<file path="src/rtl/wc_tile_sequencer.sv">
// Command-driven operand loader and result drainer for the Winograd 5x5 core.
// Loads a resident 3x3 kernel and 5x5 tiles, starts the core, and streams 3x3 results out.
module wc_tile_sequencer #(
   parameter int DW         = 10,
   parameter int TILE_WORDS = 25,
   parameter int KERN_WORDS = 9,
   parameter int OUT_WORDS  = 9,
   parameter int TIMEOUT    = 1023
) (
   input  logic          clk,
   input  logic          rst,
   input  logic          in_valid,
   input  logic [DW-1:0] in_data,
   output logic          in_ready,
   output logic          core_we,
   output logic          core_sel,
   output logic [4:0]    core_addr,
   output logic [DW-1:0] core_wdata,
   output logic          core_start,
   input  logic          core_done,
   output logic [3:0]    core_raddr,
   input  logic [DW-1:0] core_rdata,
   output logic          out_valid,
   output logic [DW-1:0] out_data,
   input  logic          out_ready,
   output logic          kern_loaded,
   output logic          err_cmd,
   output logic          err_timeout
);
   localparam int              TW        = $clog2(TIMEOUT + 1);
   localparam logic [DW-1:0]   CMD_KERN  = DW'(1);
   localparam logic [DW-1:0]   CMD_TILE  = DW'(2);
   localparam logic [4:0]      KERN_LAST = 5'(KERN_WORDS - 1);
   localparam logic [4:0]      TILE_LAST = 5'(TILE_WORDS - 1);
   localparam logic [3:0]      OUT_LAST  = 4'(OUT_WORDS - 1);
   localparam logic [TW-1:0]   TIMER_MAX = TW'(TIMEOUT);

   typedef enum logic [2:0] {
      S_HDR, S_LOAD_K, S_LOAD_T, S_START, S_WAIT, S_DRAIN
   } state_t;

   state_t        state_q, state_d;
   logic [4:0]    cnt_q, cnt_d;
   logic [TW-1:0] timer_q, timer_d;
   logic [3:0]    rcnt_q, rcnt_d;
   logic          rd_wait_q, rd_wait_d;
   logic          in_ready_q, in_ready_d;
   logic          core_we_q, core_we_d;
   logic          core_sel_q, core_sel_d;
   logic [4:0]    core_addr_q, core_addr_d;
   logic [DW-1:0] core_wdata_q, core_wdata_d;
   logic          core_start_q, core_start_d;
   logic [3:0]    core_raddr_q, core_raddr_d;
   logic          out_valid_q, out_valid_d;
   logic [DW-1:0] out_data_q, out_data_d;
   logic          kern_loaded_q, kern_loaded_d;
   logic          err_cmd_q, err_cmd_d;
   logic          err_timeout_q, err_timeout_d;
   logic          accept;

   assign accept = in_valid && in_ready_q;

   always_comb begin
      state_d       = state_q;
      cnt_d         = cnt_q;
      timer_d       = timer_q;
      rcnt_d        = rcnt_q;
      rd_wait_d     = rd_wait_q;
      core_we_d     = 1'b0;
      core_sel_d    = core_sel_q;
      core_addr_d   = core_addr_q;
      core_wdata_d  = core_wdata_q;
      core_start_d  = 1'b0;
      core_raddr_d  = core_raddr_q;
      out_valid_d   = out_valid_q;
      out_data_d    = out_data_q;
      kern_loaded_d = kern_loaded_q;
      err_cmd_d     = err_cmd_q;
      err_timeout_d = err_timeout_q;

      case (state_q)
         S_HDR: begin
            if (accept) begin
               if (in_data == CMD_KERN) begin
                  state_d       = S_LOAD_K;
                  cnt_d         = 5'd0;
                  kern_loaded_d = 1'b0;
               end else if (in_data == CMD_TILE) begin
                  state_d = S_LOAD_T;
                  cnt_d   = 5'd0;
               end else begin
                  err_cmd_d = 1'b1;
               end
            end
         end
         S_LOAD_K, S_LOAD_T: begin
            if (accept) begin
               core_we_d    = 1'b1;
               core_sel_d   = (state_q == S_LOAD_K);
               core_addr_d  = cnt_q;
               core_wdata_d = in_data;
               cnt_d        = cnt_q + 5'd1;
               if (state_q == S_LOAD_K && cnt_q == KERN_LAST) begin
                  kern_loaded_d = 1'b1;
                  state_d       = S_HDR;
               end else if (state_q == S_LOAD_T && cnt_q == TILE_LAST) begin
                  state_d = S_START;
               end
            end
         end
         S_START: begin
            if (kern_loaded_q) begin
               core_start_d = 1'b1;
               timer_d      = '0;
               state_d      = S_WAIT;
            end else begin
               err_cmd_d = 1'b1;
               state_d   = S_HDR;
            end
         end
         S_WAIT: begin
            if (core_done) begin
               state_d      = S_DRAIN;
               rcnt_d       = 4'd0;
               core_raddr_d = 4'd0;
               rd_wait_d    = 1'b1;
            end else if (timer_q == TIMER_MAX) begin
               err_timeout_d = 1'b1;
               state_d       = S_HDR;
            end else begin
               timer_d = timer_q + TW'(1);
            end
         end
         S_DRAIN: begin
            // Address is advanced at capture so the next word's read latency
            // overlaps the current word's handshake.
            if (rd_wait_q) begin
               rd_wait_d = 1'b0;
            end else if (!out_valid_q) begin
               out_valid_d = 1'b1;
               out_data_d  = core_rdata;
               if (rcnt_q != OUT_LAST) core_raddr_d = rcnt_q + 4'd1;
            end else if (out_ready) begin
               out_valid_d = 1'b0;
               rcnt_d      = rcnt_q + 4'd1;
               if (rcnt_q == OUT_LAST) state_d = S_HDR;
            end
         end
         default: state_d = S_HDR;
      endcase

      in_ready_d = (state_d == S_HDR) || (state_d == S_LOAD_K) || (state_d == S_LOAD_T);
   end

   always_ff @(posedge clk or negedge rst) begin
      if (!rst) begin
         state_q       <= S_HDR;
         cnt_q         <= '0;
         timer_q       <= '0;
         rcnt_q        <= '0;
         rd_wait_q     <= 1'b0;
         in_ready_q    <= 1'b0;
         core_we_q     <= 1'b0;
         core_sel_q    <= 1'b0;
         core_addr_q   <= '0;
         core_wdata_q  <= '0;
         core_start_q  <= 1'b0;
         core_raddr_q  <= '0;
         out_valid_q   <= 1'b0;
         out_data_q    <= '0;
         kern_loaded_q <= 1'b0;
         err_cmd_q     <= 1'b0;
         err_timeout_q <= 1'b0;
      end else begin
         state_q       <= state_d;
         cnt_q         <= cnt_d;
         timer_q       <= timer_d;
         rcnt_q        <= rcnt_d;
         rd_wait_q     <= rd_wait_d;
         in_ready_q    <= in_ready_d;
         core_we_q     <= core_we_d;
         core_sel_q    <= core_sel_d;
         core_addr_q   <= core_addr_d;
         core_wdata_q  <= core_wdata_d;
         core_start_q  <= core_start_d;
         core_raddr_q  <= core_raddr_d;
         out_valid_q   <= out_valid_d;
         out_data_q    <= out_data_d;
         kern_loaded_q <= kern_loaded_d;
         err_cmd_q     <= err_cmd_d;
         err_timeout_q <= err_timeout_d;
      end
   end

   assign in_ready    = in_ready_q;
   assign core_we     = core_we_q;
   assign core_sel    = core_sel_q;
   assign core_addr   = core_addr_q;
   assign core_wdata  = core_wdata_q;
   assign core_start  = core_start_q;
   assign core_raddr  = core_raddr_q;
   assign out_valid   = out_valid_q;
   assign out_data    = out_data_q;
   assign kern_loaded = kern_loaded_q;
   assign err_cmd     = err_cmd_q;
   assign err_timeout = err_timeout_q;

endmodule

</file>
<file path="config.mk">
export PLATFORM = sky130hd
export DESIGN_NAME = wc_tile_sequencer
export DESIGN_NICKNAME = d
export VERILOG_FILES = /design/src/rtl/wc_tile_sequencer.sv
export SDC_FILE = /design/constraint.sdc
export NUM_CORES = 1
export LEC_CHECK = 0
export CELL_PAD_IN_SITES_DETAIL_PLACEMENT = 0
export CELL_PAD_IN_SITES_GLOBAL_PLACEMENT = 2
export CORE_MARGIN = 2
export CORE_UTILIZATION = 35
export CTS_BUF_LIST = sky130_fd_sc_hd__clkbuf_4 sky130_fd_sc_hd__clkbuf_8
export CTS_CLUSTER_SIZE = 8
export DETAILED_ROUTE_END_ITERATION = 7
export DONT_BUFFER_PORTS = 1
export MAX_ROUTING_LAYER = met4
export PLACE_DENSITY_LB_ADDON = 0.1
export SYNTH_ARGS = -nofsm -noshare
export SYNTH_HDL_FRONTEND = slang
export SYNTH_SLANG_ARGS = --single-unit
</file>
<file path="constraint.sdc">
create_clock -name clk -period 2.1 [get_ports clk]
set_clock_uncertainty 0.2 [all_clocks]
set_input_delay 0.21 -clock clk [delete_from_list [all_inputs] [get_ports clk]]
set_output_delay 0.21 -clock clk [all_outputs]
set_load 0.05 [all_outputs]
</file>
==> metrics.txt, run 1 <==
maximum capacitance violations=0; result of the run=finished, final reports clean; Detailed Routing Iterations Pass 1=4; WS Path Type=flip-flop to flip-flop; gpl congestion=0.778; total standard cell area after synthesis=2850 sq um; Highest Clock Rate=517 MHz; maximum number of pins on one net before global-route repair=61; Post-CTS Setup Bufs=0; worst rel slew slack=0.665; final hold viol count=0; number of buffers on the longest clock path=2; commonest cells after routing, fill and taps aside=sky130_fd_sc_hd__dfrtp_1, sky130_fd_sc_hd__mux2_2, sky130_fd_sc_hd__buf_4; placed cells=approximately 370; vias in the first global route=2221; worst hold path stage count=3; Worst setup SP type=flip-flop; unrepaired setup endpoints after global routing=false; number of failing setup endpoints in the final timing report=0; fraction of layout cells with a size suffix above 1=0.271; critical path data arrival time=1.96 ns; Die W=between 90 and 100 microns; Initial Util=0.365; core occupancy in the finished layout=0.463; reg2reg end=core_wdata[4]$_DFFE_PN0P_; Period minus WS final=1.93 ns; share of the yosys chip area belonging to registers=0.527; initial antenna violation count=0; number of enable flip-flop cells after synthesis=0; average footprint of a synthesized cell=11.6 sq um; area of the multi-input gates=1290 sq um; global router's overall resource usage=0.166; WHS Endpoint=state_q[0]$_DFF_PN0_; number of flip-flops and latches in the synthesized netlist=60; Die Ht=94.2 microns; largest vdd supply drop=555 uV; synthesized netlist cell count=246; sequential cell area=about 1500 sq um; I/O pins=62; Final period util=0.920; reg-to-reg startpoint=state_q[0]$_DFF_PN0_; TritonCTS clock tree=yes; number of buffers added by the clock tree synthesis step=9; post-synthesis cell type count=52; Worst Path Max Fanout=14; post-route DRC violation count=0; # fillers=approximately 760; LEAKAGE=between 0.0015 and 0.002 uW; num rows=32; global-route wire length before repair=11000 microns; area of the core=7810 sq um; Die Area=8870 sq um; Clock transition at path regs=about 0.07 ns; CTS root buffer=sky130_fd_sc_hd__clkbuf_8; total via count after detailed routing=2100; per-cell routed wire length=16.0 microns; HPWL after detailed placement=4380 microns; worst hold-check path type=primary input to flip-flop; 1st-iter DRT viols=52; area overhead of the layout relative to synthesis=27.1%; commonest register cell after synthesis=sky130_fd_sc_hd__dfrtp_1; most frequent standard cell in the layout excluding fill and tap cells=sky130_fd_sc_hd__dfrtp_1; sink count of the clock tree=60; element type at the critical path end=flip-flop; register-to-register setup slack=0.17 ns; net count after synthesis=276; accumulated negative setup slack=0 ns; worst hold path startpoint=in_data[1]; # H-tree levels=3; number of nets with antenna violations after routing=0; post-detailed-routing wire length=6500 microns; Antenna Cells=0; share of flip-flops with an asynchronous set or reset after synthesis=1.00; final layout net count=~330; grt total ovfl=0; YS warnings=0; Clk Latency, worst-skew pair=0.34 ns; data required time of the worst path=between 2 and 2.5 ns; count of cells along the worst register-to-register path=5; Cell Pwr Density=849 nW/um^2; per-cell via count in the routed design=5.19; count of input and output buffers=0; non-filler cells in the finished layout=about 410; total chip power=3070 uW; number of slew-limit violations in the final report=0; worst-margin pin slew=between 0.5 and 0.6 ns
[registers in the layout, summed over array words and instances (netlist names), 3 cells and up]
name,cells
core_addr,5
timer_q,10
out_data,10
cnt_q,5
state_q,3
rcnt_q,4
core_raddr,4
core_wdata,10
[final cells by class]
type	count	area share
Clock buffer	10	0.0380
Inverter	11	0.0114
Tap cell	102	0.0353
Timing Repair Buffer	47	0.118
Clock inverter	6	0.0263
Multi-Input combinational cell	169	0.356
Sequential cell	60	0.415
[synth_stat cells, drive strengths merged (3+ instances only)]
master | n | share of area
dfrtp | 60 | 0.53
mux2 | 33 | 0.13
nand2 | 18 | 0.024
nor2 | 12 | 0.017
inv | 11 | 0.015
o21ai | 10 | 0.018
a21oi | 8 | 0.014
a22o | 6 | 0.018
nand3 | 6 | 0.011
o31ai | 6 | 0.016
buf | 5 | 0.0088
ha | 5 | 0.022
nand4 | 5 | 0.011
or4 | 4 | 0.011
a31oi | 3 | 0.0066
nand3b | 3 | 0.0079
nor3 | 3 | 0.0053
nor4 | 3 | 0.0066
or2 | 3 | 0.0066
or3 | 3 | 0.0066
[metrics by stage]
stage               cell area [sq um]  setup WS, ns  hold WS, ns
floorplan                        2850        0.0506       -0.286
global placement                 3130         0.172       -0.284
detailed placement               3130         0.132       -0.284
CTS                              3610         0.119      0.00432
global route                     3620       0.00185       0.0151
finish                           3620         0.168     0.000614
[metal layers]
layer / wire (microns) / vias up / track usage / part of all wire
met5: 0 / - / - / 0
met4: 115 / 0 / 0.0688 / 0.018
met3: 284 / 8 / 0.0465 / 0.044
met2: 3110 / 32 / 0.252 / 0.48
met1: 2990 / 1040 / 0.209 / 0.46
li1: - / 1020 / - / -
[kinds of logic (layout without fill, tap and decap cells)]
| family | Yosys count | count (layout) | synth area share |
|---|---|---|---|
| flip-flops | 60 | 60 | 0.527 |
| XOR/XNOR | 4 | 4 | 0.0123 |
| buffers and inverters | 17 | 74 | 0.0246 |
| multiplexers | 34 | 34 | 0.134 |
| AND/OR/NAND/NOR | 75 | 75 | 0.153 |
| adder cells (fa/ha/maj) | 5 | 5 | 0.0220 |
| AO/OA/AOI/OAI | 51 | 51 | 0.127 |
[worst max-delay path, cell delays in order, from the launching register on]
cell and delay (ns):
sky130_fd_sc_hd__dfrtp_1 0.48, sky130_fd_sc_hd__buf_4 0.21, sky130_fd_sc_hd__xnor2_1 0.17, sky130_fd_sc_hd__nor3_2 0.16, sky130_fd_sc_hd__buf_4 0.24, sky130_fd_sc_hd__mux2_2 0.36
[worst max path at each step]
stage | start | to | depth (start not counted)
2_1_floorplan | kern_loaded$_DFFE_PN0P_ | timer_q[6]$_DFFE_PN0P_ | 6
3_3_place_gp | state_q[0]$_DFF_PN0_ | core_addr[1]$_DFFE_PN0P_ | 5
3_5_place_dp | state_q[0]$_DFF_PN0_ | timer_q[2]$_DFFE_PN0P_ | 5
4_1_cts | state_q[0]$_DFF_PN0_ | timer_q[2]$_DFFE_PN0P_ | 5
5_1_grt | state_q[0]$_DFF_PN0_ | timer_q[6]$_DFFE_PN0P_ | 6
6_report | state_q[0]$_DFF_PN0_ | core_wdata[4]$_DFFE_PN0P_ | 5
[timing repair]
item,4_1_cts,5_1_grt
hold buffers,23,0
resized for setup,0,1
hold endpoints to repair,84,0
setup endpoints to repair,0,3
[where the power goes]
part	internal, uW	switching (uW)	total, uW
clock network	713	506	1220
registers	1250	344	1590
logic	150	110	260
total	2110	961	3070
No activity file was read; power rests on OpenSTA's default activity.
==> run 2, diff against run 1 <==
--- a/config.mk
+++ b/config.mk
@@ -13,6 +13,7 @@
 export CTS_CLUSTER_SIZE = 8
 export DETAILED_ROUTE_END_ITERATION = 7
 export DONT_BUFFER_PORTS = 1
+export GPL_ROUTABILITY_DRIVEN = 0
 export MAX_ROUTING_LAYER = met4
 export PLACE_DENSITY_LB_ADDON = 0.1
 export SYNTH_ARGS = -nofsm -noshare
==> results of run 2 <==
The final DEF is identical to that of run 1; final timing and power are the same.
